--- src/rtl/wb_write_port.sv ---
// Register-file write front end: merges the never-stalled pipeline writeback with
// a queued long-latency result stream and exports per-register pending bits.
module wb_write_port #(
    parameter int DATA_W = 32,
    parameter int ADDR_W = 5,
    parameter int DEPTH  = 4
) (
    input  logic                     clk,
    input  logic                     reset_n,
    input  logic                     i_pipe_we,
    input  logic [ADDR_W-1:0]        i_pipe_waddr,
    input  logic [DATA_W-1:0]        i_pipe_wdata,
    input  logic                     i_lu_valid,
    output logic                     o_lu_ready,
    input  logic [ADDR_W-1:0]        i_lu_waddr,
    input  logic [DATA_W-1:0]        i_lu_wdata,
    output logic                     o_we,
    output logic [ADDR_W-1:0]        o_waddr,
    output logic [DATA_W-1:0]        o_wdata,
    output logic [31:0]              o_pending,
    output logic [$clog2(DEPTH):0]   o_count
);

    localparam int PTR_W = $clog2(DEPTH);

    // Pointers carry one extra bit so full and empty are distinguishable.
    logic [PTR_W:0]      head_q, tail_q;
    logic [DEPTH-1:0]    live_q, live_d;
    logic [ADDR_W-1:0]   addr_q [DEPTH];
    logic [DATA_W-1:0]   data_q [DEPTH];
    logic                we_q;
    logic [ADDR_W-1:0]   waddr_q;
    logic [DATA_W-1:0]   wdata_q;

    logic [PTR_W:0]      count;
    logic [PTR_W-1:0]    head_idx, tail_idx;
    logic                pipe_eff, lu_ready, accept, pop, enq_live;
    logic [31:0]         pending;

    assign count    = tail_q - head_q;
    assign head_idx = head_q[PTR_W-1:0];
    assign tail_idx = tail_q[PTR_W-1:0];
    assign pipe_eff = i_pipe_we && (i_pipe_waddr != '0);

    // Valid/ready: a long-latency result transfers on any rising edge where
    // i_lu_valid and o_lu_ready are both high; ready depends only on registered
    // occupancy, so a full queue refuses even in a cycle where it pops.
    assign lu_ready = (count < (PTR_W+1)'(DEPTH));
    assign accept   = i_lu_valid && lu_ready;
    assign pop      = !pipe_eff && (count != '0);
    // A same-cycle pipeline write to the same register is younger and wins.
    assign enq_live = (i_lu_waddr != '0) && !(pipe_eff && (i_lu_waddr == i_pipe_waddr));

    always_comb begin
        live_d = live_q;
        for (int i = 0; i < DEPTH; i++) begin
            if (accept && (tail_idx == PTR_W'(i))) begin
                live_d[i] = enq_live;
            end else if ((pop && (head_idx == PTR_W'(i))) ||
                         (pipe_eff && (addr_q[i] == i_pipe_waddr))) begin
                live_d[i] = 1'b0;
            end
        end
    end

    always_comb begin
        pending = '0;
        for (int i = 0; i < DEPTH; i++) begin
            if (live_q[i]) pending[addr_q[i]] = 1'b1;
        end
        pending[0] = 1'b0;
    end

    always_ff @(posedge clk or negedge reset_n) begin
        if (!reset_n) begin
            head_q <= '0;
            tail_q <= '0;
            live_q <= '0;
        end else begin
            live_q <= live_d;
            if (accept) tail_q <= tail_q + 1'b1;
            if (pop)    head_q <= head_q + 1'b1;
        end
    end

    // Payload storage needs no reset: it is only observed through live bits.
    always_ff @(posedge clk) begin
        if (accept) begin
            addr_q[tail_idx] <= i_lu_waddr;
            data_q[tail_idx] <= i_lu_wdata;
        end
    end

    always_ff @(posedge clk or negedge reset_n) begin
        if (!reset_n) begin
            we_q    <= 1'b0;
            waddr_q <= '0;
            wdata_q <= '0;
        end else if (pipe_eff) begin
            we_q    <= 1'b1;
            waddr_q <= i_pipe_waddr;
            wdata_q <= i_pipe_wdata;
        end else if (pop && live_q[head_idx]) begin
            we_q    <= 1'b1;
            waddr_q <= addr_q[head_idx];
            wdata_q <= data_q[head_idx];
        end else begin
            we_q    <= 1'b0;
        end
    end

    assign o_lu_ready = lu_ready;
    assign o_we       = we_q;
    assign o_waddr    = waddr_q;
    assign o_wdata    = wdata_q;
    assign o_pending  = pending;
    assign o_count    = count;

endmodule

--- config.mk ---
export PLATFORM = sky130hd
export DESIGN_NAME = wb_write_port
export DESIGN_NICKNAME = d
export VERILOG_FILES = /design/src/rtl/wb_write_port.sv
export SDC_FILE = /design/constraint.sdc
export NUM_CORES = 1
export LEC_CHECK = 0
export ABC_CLOCK_PERIOD_IN_PS = 4000
export CAP_MARGIN = 20
export CORE_MARGIN = 2
export CORE_UTILIZATION = 54
export CTS_CLUSTER_SIZE = 30
export DETAILED_ROUTE_END_ITERATION = 16
export GPL_ROUTABILITY_DRIVEN = 0
export PLACE_DENSITY = 0.86
export SLEW_MARGIN = 20
export SYNTH_ARGS = -nofsm -noshare
export SYNTH_HDL_FRONTEND = slang
export SYNTH_SLANG_ARGS = --single-unit
--- constraint.sdc ---
create_clock -name clk -period 4 [get_ports clk]
set_input_delay 0.4 -clock clk [delete_from_list [all_inputs] [get_ports clk]]
set_output_delay 0.4 -clock clk [all_outputs]
set_load 0.01 [all_outputs]
==> impl_metrics.yaml <==
outcome:
  status: "complete, no violations"
grt:
  overflow: 0
  antenna_found_initial: 0
  grt_pass1_wl_um: 35480
  grtUsageTotal_pct: 26.22
  grt_max_degree: 66
  first_global_vias: 6453
layout:
  fill_cells: 1062
  design_area_sq_mm: 0.01130
  fin_nets: 872
  syn2layout_area_growth_pct: 24.12
  n_antenna_cell: 0
  drive_above_1_share_pct: 13.43
logic_synthesis:
  synth_common_cells: "edfxtp_1, nand2_1, dfrtp_1, nor2_1, mux4_2"
  synthArstFlopShare_pct: 24.49
  yosysWarnings: 0
  synth.avg_cell_area_sq_um: 13.98
  ys_types: 50
  syn_nets: 739
  synth_top_area_share_pct: 48.82
  post-synth-top-area-cell: "edfxtp_1"
  synthCells: 651
  synth_edf_count: 148
  synth_seq_area_share_pct: 62.02
  synth_most_common_cell: "edfxtp_1"
  synth.area.top_cells: "edfxtp_1, dfrtp_1, mux4_2, nand2_1, a31oi_1"
  netlist_area_sq_mm: 0.009102
  synth_flop_cell: "edfxtp_1"
  yosys_register_bits: 196
power:
  p_per_area_mw_per_mm2: 714.0
  leakagePower_nw: 3.909
  p_int_mw: 5.284
  swShare_pct: 34.50
  netSwitchingPower_mw: 2.783
  vdd_ir_drop_max_mv: 0.4759
  power_frac_clock_pct: 20.7
  p_seq_share_pct: 40.4
  p_comb_share_pct: 38.9
critical_path:
  crit_fanout: 8
  path_class: "register to output pin"
  cp-end-kind: "output pin"
  reg2reg_slack_ns: 1.03
  required_ns: 3.60
  cp_data_arrival_time_ns: 2.86
  cp_cell_sequence: "nor3b_1 > a22oi_1 > o221ai_1 > clkdlybuf4s50_1"
  critical_path_buf_inv_count: 1
  crit_family: "simple AND/OR/NAND/NOR gates"
  cp_slowest_cell: "nor3b_1"
  worstSetupStartpointType: "register"
  cp_slowest_stage_delay_ns: 0.87
route:
  drc: 0
  first_iter_violations: 982
  wl_per_cell_um: 22.83
  drt-total-wl_um: 23220
  drt_pre_antenna_iters: 6
  vias: 6604
  vias_per_cell: 6.494
  ant_nets: 0
timing:
  setup_viol: 0
  final_max_slew_viol_count: 0
  hold_viol_final: 0
  skew_ns: 0.007604
  slew_headroom_pct: 32.16
  period_share_pct: 81.53
  rsz0062_at_grt: "false"
  worst_pin_slew_ns: 1.015
  finalSetupTns_ns: 0
  fmax_mhz: 306.6
  period_minus_slack_ns: 3.261
place:
  post-dp-hpwl_um: 14700
  placed_cell_area_sq_mm: 0.01071
  port-buffer-count: 150
floorplanning:
  start_util_pct: 55.08
  die_w_um: 133.8
  io_pins: 152
  die_h_um: 133.8
  core_area_sq_mm: 0.01652
  rows: 47
  dieArea_sq_mm: 0.01791
clocking:
  cts_tree: "yes"
  clkTransAtPathRegs_ns: 0.07
  cts_resized: 0
  insertion_delay_ns: 0.44
  h-tree-depth: 4
  cts.sinks: 196
  ctsLongestPathBuffers: 2
  hold_buffers: 0
  cts_buffers: 17
  post_cts_buffers: 0
  cts_root_buf: "clkbuf_16"
hold_path:
  hp-class: "input pin to asynchronous set/reset pin"
job:
  cap_violations: 0
==> cells by family after synthesis <==
| logic type | share of synthesized area [%] |
|---|---|
| multiplexers | 10.32 |
| adder cells (fa/ha/maj) | 1.457 |
| other | 0.04120 |
| buffers and inverters | 3.079 |
| flip-flops | 62.02 |
| AND/OR/NAND/NOR | 10.71 |
| XOR/XNOR | 3.052 |
| AO/OA/AOI/OAI | 9.320 |
==> per-layer routing <==
layer	global-route usage (%)	part of all wire [%]	vias to the layer above
li1	-	-	2783
met1	34.03	37	3200
met2	42.48	49	516
met3	5.026	9.6	105
met4	13.77	4.6	0
met5	0	0	-
==> final timing paths <==
check / to / start / cells past startpoint
worst max-delay path: o_pending[24] / addr_q[0][1]$_DFFE_PP_ / 4
worst min-delay path: tail_q[0]$_DFFE_PN0N_ / reset_n / 2
worst max register to register: o_wdata[20]$_DFFE_PN0P_ / tail_q[0]$_DFFE_PN0N_ / 10
worst min register to register: head_q[2]$_DFFE_PN0P_ / head_q[2]$_DFFE_PN0P_ / 1
max in group asynchronous: head_q[1]$_DFFE_PN0P_ / reset_n / 2
min in group clk: head_q[2]$_DFFE_PN0P_ / head_q[2]$_DFFE_PN0P_ / 1
==> state kept, by name, indices dropped and copies added, names as in the netlist <==
signal   flops
head_q       3
o_we         1
data_q     128
o_wdata     32
addr_q      20
live_q       4
tail_q       3
o_waddr      5
==> power groups by stage <==
stage	registers, mW	clock network [mW]	logic, mW
CTS	3.25	1.68	3.14
global route	3.30	1.77	3.35
global placement	3.22	0	2.99
detailed placement	3.27	0	3.10
finish	3.26	1.67	3.14
floorplan	3.21	0	1.93
==> stage by stage <==
| step | hold WS (ns) | util (%) | setup WS, ns | cells | power, mW |
|---|---|---|---|---|---|
| after floorplan | 0.1044 | - | 1.127 | 651 | 5.142 |
| after global placement | 0.4726 | 64.83 | 1.206 | 985 | 6.216 |
| after detailed placement | 0.4868 | 64.83 | 1.004 | 985 | 6.364 |
| after CTS | 0.09062 | 68.37 | 0.8992 | 1017 | 8.064 |
| after global routing | 0.1324 | 68.37 | 0.7320 | 1017 | 8.411 |
| final | 0.07501 | 68.37 | 0.7389 | 1017 | 8.067 |
==> final cells by class <==
type	count	area, sq um	area share [%]
inverter	8	30.03	0.2658
tap	220	275.3	2.436
clock buffer	18	429.2	3.798
multi-input combinational	401	3188	28.22
clock inverter	14	156.4	1.384
timing repair buffer	160	1572	13.91
sequential	196	5648	49.99
==> placed cells by master (no fill, tap or decap), types with 19 or more instances in the layout <==
cell               n
clkdlybuf4s50_1  149
edfxtp_1         148
nand2_1           84
nor2_1            47
dfrtp_1           46
mux4_2            38
a31oi_1           32
o221ai_1          22
xnor2_1           20
a22oi_1           19
Note: power is estimated with default switching activity, not from simulation.
